--- config.mk ---
export PLATFORM = sky130hd
export DESIGN_NAME = dot_product_chunk_streamer
export DESIGN_NICKNAME = d
export VERILOG_FILES = /design/src/rtl/dot_product_chunk_streamer.sv
export SDC_FILE = /design/constraint.sdc
export NUM_CORES = 1
export LEC_CHECK = 0
export CORE_AREA = 10 10 416 418
export DETAILED_ROUTE_END_ITERATION = 6
export DIE_AREA = 0 0 426 428
export RECOVER_POWER = 100
export SLEW_MARGIN = 20
export SYNTH_ARGS = -nofsm -noshare
export SYNTH_HDL_FRONTEND = slang
export SYNTH_SLANG_ARGS = --single-unit
export TNS_END_PERCENT = 5
--- constraint.sdc ---
create_clock -name clk -period 3 [get_ports clk]
set_clock_uncertainty 0.1 [all_clocks]
set_input_delay 0.45 -clock clk [delete_from_list [all_inputs] [get_ports clk]]
set_output_delay 0.45 -clock clk [all_outputs]
set_load 0.03 [all_outputs]
--- src/rtl/dot_product_chunk_streamer.sv ---
// rtl/dot_product_chunk_streamer.sv - streams padded matrix-row/vector chunks to the dot-product controller
module dot_product_chunk_streamer #(
    parameter int NOE           = 16,
    parameter int element_width = 32,
    parameter int no_of_units   = 8,
    parameter int addr_width    = 16
) (
    input  logic                                 clk,
    input  logic                                 reset,
    input  logic                                 start,
    output logic [addr_width-1:0]                mat_addr,
    input  logic [element_width*no_of_units-1:0] mat_rdata,
    output logic [addr_width-1:0]                vec_addr,
    input  logic [element_width*no_of_units-1:0] vec_rdata,
    output logic [element_width*no_of_units-1:0] first_row_plus_additional,
    output logic [element_width*no_of_units-1:0] vector2,
    output logic                                 outsider_read_now,
    input  logic                                 chunk_ack,
    output logic                                 row_done,
    output logic [31:0]                          row_count,
    output logic                                 busy,
    output logic                                 done
);

    localparam int additional     = no_of_units - (NOE % no_of_units);
    localparam int total          = NOE + additional;
    localparam int chunks_per_row = total / no_of_units;
    localparam int BUS_W          = element_width * no_of_units;

    localparam logic [31:0]           LAST_CHUNK = 32'(chunks_per_row - 1);
    localparam logic [31:0]           LAST_ROW   = 32'(NOE - 1);
    localparam logic [31:0]           UNITS      = 32'(no_of_units);
    localparam logic [31:0]           NOE_W      = 32'(NOE);
    localparam logic [addr_width-1:0] ADDR_ONE   = addr_width'(1);

    typedef enum logic [2:0] {IDLE, FETCH, CAPTURE, PRESENT, ADVANCE} state_t;

    state_t                state_q, state_d;
    logic [31:0]           row_q, row_d;
    logic [31:0]           chunk_q, chunk_d;
    logic [31:0]           row_count_q, row_count_d;
    logic [addr_width-1:0] mat_addr_q, mat_addr_d;
    logic [addr_width-1:0] vec_addr_q, vec_addr_d;
    logic [BUS_W-1:0]      mat_data_q, mat_data_d;
    logic [BUS_W-1:0]      vec_data_q, vec_data_d;
    logic                  valid_q, valid_d;
    logic                  busy_q, busy_d;
    logic                  row_done_q, row_done_d;
    logic                  done_q, done_d;
    logic [BUS_W-1:0]      mat_pad, vec_pad;

    // Lane k sits in the MSB-first slot; lanes past the last real element read as zero.
    always_comb begin
        mat_pad = '0;
        vec_pad = '0;
        for (int k = 0; k < no_of_units; k++) begin
            if (chunk_q * UNITS + 32'(k) < NOE_W) begin
                mat_pad[element_width*(no_of_units-k)-1 -: element_width] =
                    mat_rdata[element_width*(no_of_units-k)-1 -: element_width];
                vec_pad[element_width*(no_of_units-k)-1 -: element_width] =
                    vec_rdata[element_width*(no_of_units-k)-1 -: element_width];
            end
        end
    end

    always_comb begin
        state_d     = state_q;
        row_d       = row_q;
        chunk_d     = chunk_q;
        row_count_d = row_count_q;
        mat_addr_d  = mat_addr_q;
        vec_addr_d  = vec_addr_q;
        mat_data_d  = mat_data_q;
        vec_data_d  = vec_data_q;
        valid_d     = valid_q;
        busy_d      = busy_q;
        row_done_d  = 1'b0;
        done_d      = 1'b0;
        case (state_q)
            IDLE: begin
                if (start) begin
                    state_d     = FETCH;
                    row_d       = '0;
                    chunk_d     = '0;
                    row_count_d = '0;
                    mat_addr_d  = '0;
                    vec_addr_d  = '0;
                    busy_d      = 1'b1;
                end
            end
            FETCH: state_d = CAPTURE;
            CAPTURE: begin
                mat_data_d = mat_pad;
                vec_data_d = vec_pad;
                valid_d    = 1'b1;
                state_d    = PRESENT;
            end
            PRESENT: begin
                if (chunk_ack) begin
                    valid_d = 1'b0;
                    state_d = ADVANCE;
                end
            end
            ADVANCE: begin
                // Matrix address is row*chunks_per_row+chunk, which is just a running count.
                mat_addr_d = mat_addr_q + ADDR_ONE;
                state_d    = FETCH;
                if (chunk_q == LAST_CHUNK) begin
                    chunk_d     = '0;
                    vec_addr_d  = '0;
                    row_d       = row_q + 32'd1;
                    row_count_d = row_count_q + 32'd1;
                    row_done_d  = 1'b1;
                    if (row_q == LAST_ROW) begin
                        done_d  = 1'b1;
                        busy_d  = 1'b0;
                        state_d = IDLE;
                    end
                end else begin
                    chunk_d    = chunk_q + 32'd1;
                    vec_addr_d = vec_addr_q + ADDR_ONE;
                end
            end
            default: state_d = IDLE;
        endcase
    end

    always_ff @(posedge clk or negedge reset) begin
        if (!reset) begin
            state_q     <= IDLE;
            row_q       <= '0;
            chunk_q     <= '0;
            row_count_q <= '0;
            mat_addr_q  <= '0;
            vec_addr_q  <= '0;
            mat_data_q  <= '0;
            vec_data_q  <= '0;
            valid_q     <= 1'b0;
            busy_q      <= 1'b0;
            row_done_q  <= 1'b0;
            done_q      <= 1'b0;
        end else begin
            state_q     <= state_d;
            row_q       <= row_d;
            chunk_q     <= chunk_d;
            row_count_q <= row_count_d;
            mat_addr_q  <= mat_addr_d;
            vec_addr_q  <= vec_addr_d;
            mat_data_q  <= mat_data_d;
            vec_data_q  <= vec_data_d;
            valid_q     <= valid_d;
            busy_q      <= busy_d;
            row_done_q  <= row_done_d;
            done_q      <= done_d;
        end
    end

    assign mat_addr                  = mat_addr_q;
    assign vec_addr                  = vec_addr_q;
    assign first_row_plus_additional = mat_data_q;
    assign vector2                   = vec_data_q;
    assign outsider_read_now         = valid_q;
    assign row_done                  = row_done_q;
    assign row_count                 = row_count_q;
    assign busy                      = busy_q;
    assign done                      = done_q;

endmodule

Word level (Yosys, flattened, before mapping) --
Index checks and enable logic that the tools add are counted. W data, S select, Z words.
Word-level totals: flip-flop bits (word level) 647, input port bits 516, output and inout bits 580, logic and storage cells 93
Cells by class: add/sub/neg operators 12, magnitude comparators 8, equality and inequality tests 10, multiplexer cells 43, reductions and logical operators 8
Operator list (count):
- $mux W32 | 20
- $lt A32 B5 Y1 const B | 8
- $pmux W32 S2 | 3
- $add A32 B1 Y32 const B | 4
- $add A32 B3 Y32 const B | 4
- $add A32 B2 Y32 const B | 2
- $pmux W16 S2 | 2
- $add A16 B1 Y16 const B | 2
- $eq A32 B2 Y1 const B | 1
- $eq A32 B4 Y1 const B | 1
- $mux W16 | 2
- $pmux W3 S5 | 1
- $mux W1 | 11
- $ne A2 B2 Y1 const B | 4
- $eq A3 B2 Y1 const B | 2
- $mux W3 | 2
- $reduce_and A2 Y1 | 3
- $pmux W1 S2 | 2
- $reduce_and A4 Y1 | 1
- $reduce_bool A2 Y1 | 2
- $eq A3 B1 Y1 const B | 1
- $eq A3 B3 Y1 const B | 1
- $logic_not A3 Y1 | 1
- $reduce_and A3 Y1 | 1

Logic depth before layout (Yosys ltp) --
depth in word-level cells 4, depth in mapped cells 9, mapped depth without buffers 8

Least setup slack after synthesis --
Ideal clock, no wire load.
path kind register to register, start point register row_count_q[5] (netlist: row_count[5]), end point register row_count_q[26] (netlist: row_count[26]), library setup time 0.078 ns, arrival 2.399 ns, data required time 2.822 ns, path slack 0.423 ns, cell stages (with the launch flop) 8, buffers on the path 2, period minus slack after synthesis 2.577 ns, cells stage by stage dfrtp_1 -> nand4_2 -> or4_1 -> buf_2 -> or3_1 -> buf_2 -> or4_1 -> a21oi_1
Between the ends: word-level cells in the longest chain between the ends 3
Ends and longest elaborated chain:
- start, declared | line 41 | logic [31:0] row_count_q, row_count_d;
- start signal, assigned | line 146 | row_count_q <= row_count_d;
- $add A32 B1 Y32 | line 112 | row_count_d = row_count_q + 32'd1;
- $mux W32 | line 108 | if (chunk_q == LAST_CHUNK) begin
- $pmux W32 S2 | line 79 | case (state_q)
No other way between the ends. The select of a mux whose other input is x is not followed. A chain may end at the register's enable or synchronous reset.

Worst setup path after layout --
start point register vec_data_q[104] (netlist: vector2[104]), end point output vector2[104]
RTL lines:
- start, declared | line 45 | logic [BUS_W-1:0] vec_data_q, vec_data_d;
- start signal, assigned | line 150 | vec_data_q <= vec_data_d;
- end, declared | line 16 | output logic [element_width*no_of_units-1:0] vector2,
No word-level cell between the ends.

==> summary.txt <==
Max Freq -> 354.3 MHz
Post-Layout Cell Count -> 5,331
Initial Utilization -> 15.29%
Adder-cell share of the synthesized area -> 0.2985%
Largest net degree at the start of global routing -> 227
Die Ht -> 428 um
Multi-input logic area -> 8202 um2
Sum Neg Setup Slack -> 0 ns
Placeable core area -> 164,400 um2
Total routed wirelength -> 153,100 um
Peak VDD IR -> 0.7461 mV
Most frequent cells in the layout -> dfrtp_1, dlygate4sd3_1, a22o_1, clkdlybuf4s50_1, clkbuf_16
WP data required -> 2.45 ns
Synth Flop Type -> dfrtp_1
Initial DRC Count -> 1,758
Tmin final -> 2.823 ns
Antenna violations before repair -> 71
Worst Setup End Kind -> primary output
Synth cell types -> 56
First-pass GRT wire length -> 204,400 um
Util after Layout -> 25.33%
Critical Path Source Type -> flop
Critical path buffers and inverters -> 1
Storage cell area -> 16,190 um2
P_leak -> 0.01923 uW
Clock root buffer -> clkbuf_16
Worst r2r src -> chunk_q[5]$_DFFE_PN0P_
Fill count -> 17,300
Sink Count -> 647
R2R Setup Slk -> 0.18 ns
GRT Total Usage -> 16.04%
Synth Net Count -> 2,484
Combinational family with the most area after synthesis -> compound AO/OA/AOI/OAI gates
Crit path max fanout -> 2
Post-Synth Simple-Gate Area -> 8.175%
RSZ-0062 raised after global routing -> false
Post-synthesis sequential area ratio -> 64.38%
Post-synth EDFFs -> 0
Overflow after GRT -> 0
Crit path from -> vector2[104]$_DFFE_PN0P_
Via density -> 4.277
YS warnings -> 0
Row count -> 149
ANT nets after route -> 0
Layout cells sized above 1 -> 6.679%
GPL Wtd Cong -> 0.9163
P per Cell Area -> 921.2 nW/um2
Max Cap Viol -> 1
Seq cells post-synth -> 647
CTS tree -> yes
DRC -> 0
Worst path top cell family by delay -> buffers and inverters
Number of CTS-inserted buffers -> 81
Hold Path Class -> input pin to flop
Outcome -> finished, violations left
Number of global-route vias before repair -> 22,510
Cell depth of the worst flop-to-flop path -> 6
Slew headroom -> -0.4183%
I/O Pins -> 1,096
Slew @ Worst Pin -> 1.506 ns
Routed via count -> 22,800
Die area -> 182,300 um2
Final setup violation count -> 0
CP Capture Point -> vector2[104]
FFs w/ async S/R, synth -> 100.0%
CTS H-Tree Depth -> 3
Maximum buffer depth of the clock tree -> 3
Mean Syn Cell Area -> 12.82 um2
DP HPWL -> 126,700 um
CP Cell Sequence -> dlygate4sd3_1
Slowest-stage cell, CP -> dlygate4sd3_1
Total Nets Final -> 3,593
I/O Buffers -> 1,095
Die width -> 426 um
Post-synthesis xor/xnor area fraction -> 0.8359%
Post-synthesis cell area -> 25,150 um2
Crit path largest cell delay -> 1.19 ns
Dpl cells -> 5,175
Synth Area in Compound Gates -> 22.96%
Mux cell area share after synthesis -> 0.2388%
Most common cell after layout, fill and taps aside -> dfrtp_1
WS Path Type -> flop to primary output
Final Hold Vio Count -> 0
Hold WS -> 0.2471 ns
Area Overhead vs Synth -> 65.60%
Clock latency on the worst-skew pair -> 0.69 ns
Final period utilization -> 94.09%
Final slew viol count -> 12
Mapped Cells -> 1,962
Capturing point of the worst reg2reg path -> row_q[14]$_DFFE_PN0P_
Clock transition at the registers of the reported paths -> 0.06 ns
First-pass DRT Iterations -> 5
Failing checks -> max-capacitance violations, max-slew violations
Crit. path cell count -> 1
Routed WL per cell -> 28.72 um
WP data arrival -> 2.27 ns
[logic make-up (layout without fill, tap and decap cells)]
family                   after synthesis  after routing
AO/OA/AOI/OAI                        731            731
XOR/XNOR                              24             24
adder cells (fa/ha/maj)                6              6
buffers and inverters                186           1353
flip-flops                           647            647
multiplexers                           6              6
other                                  0             13
AND/OR/NAND/NOR                      362            362
[where the power goes]
group	switching, uW	total, uW	internal [uW]
clock network	4230	10200	5940
registers	1790	12700	10900
logic	10200	15500	5300
[cell type report]
class	count	share of cell area [%]
diodes	13	0.07812
clock buffers	110	5.441
clock inverters	31	1.103
inverters	22	0.1983
multi-input cells	1129	19.70
flip-flops and latches	647	38.88
well taps	2189	6.577
repair buffers	1190	28.03
[worst min-delay path by stage]
stage / from / endpoint / cells past startpoint
4_1_cts: reset / vector2[42]$_DFFE_PN0P_ / 2
6_report: vec_rdata[177] / vector2[177]$_DFFE_PN0P_ / 2
5_1_grt: mat_rdata[184] / first_row_plus_additional[184]$_DFFE_PN0P_ / 2
3_5_place_dp: reset / vector2[42]$_DFFE_PN0P_ / 1
3_3_place_gp: reset / vector2[42]$_DFFE_PN0P_ / 1
2_1_floorplan: reset / busy$_DFFE_PN0P_ / 0
[worst reg2reg max path, cell delays in order, from the launching register on]
cell and delay (ns):
dfrtp_1 0.43, nor4_1 0.42, nand4_1 0.26, or4_1 0.76
clkbuf_1 0.24, or3_1 0.38, a21oi_1 0.16
[layer usage]
layer  part of all wire [%]  GRT usage [%]
met4                    5.0          7.422
met1                     39          19.07
met3                     11          6.757
met5                   0.15              0
met2                     45          24.92
[per-stage QoR]
stage	total power, uW	instance area, um2	setup WS (ns)
finish	38360	41640	0.1774
global route	40050	41630	0.03548
CTS	39790	41940	0.1452
detailed placement	29370	39200	0.1512
global placement	29220	39200	0.1887
floorplan	20380	25150	0.4231
[cell usage after synthesis (8+ instances only)]
cell | count | share of area (%)
a21oi_1 | 70 | 1.4
a22o_1 | 514 | 18
a31oi_1 | 35 | 0.87
and3_1 | 16 | 0.40
and4_1 | 15 | 0.52
buf_2 | 60 | 1.2
clkbuf_1 | 99 | 1.5
dfrtp_1 | 647 | 64
inv_1 | 22 | 0.33
nand2_1 | 80 | 1.2
nand3_1 | 50 | 1.0
nand4_1 | 39 | 0.97
nor2_1 | 37 | 0.55
nor3_1 | 10 | 0.20
nor4_1 | 36 | 0.90
o21ai_0 | 55 | 1.1
o31ai_1 | 25 | 0.75
or3_1 | 24 | 0.60
or4_1 | 21 | 0.63
xnor2_1 | 16 | 0.56
xor2_1 | 8 | 0.28
[registers in the layout (all words and copies together), names as in the netlist, 3 cells and up]
register and cells:
chunk_q 32, first_row_plus_additional 256, mat_addr 16, row_count 32
row_q 32, state_q 3, vec_addr 16, vector2 256
[repair_timing]
item / CTS / global route
resized for setup: 0 / 1
hold buffers: 1 / 0
endpoints found under the hold margin: 110 / 0
setup endpoints to repair: 0 / 5
setup buffers: 0 / 0
Note: power is estimated with default switching activity, not from simulation.
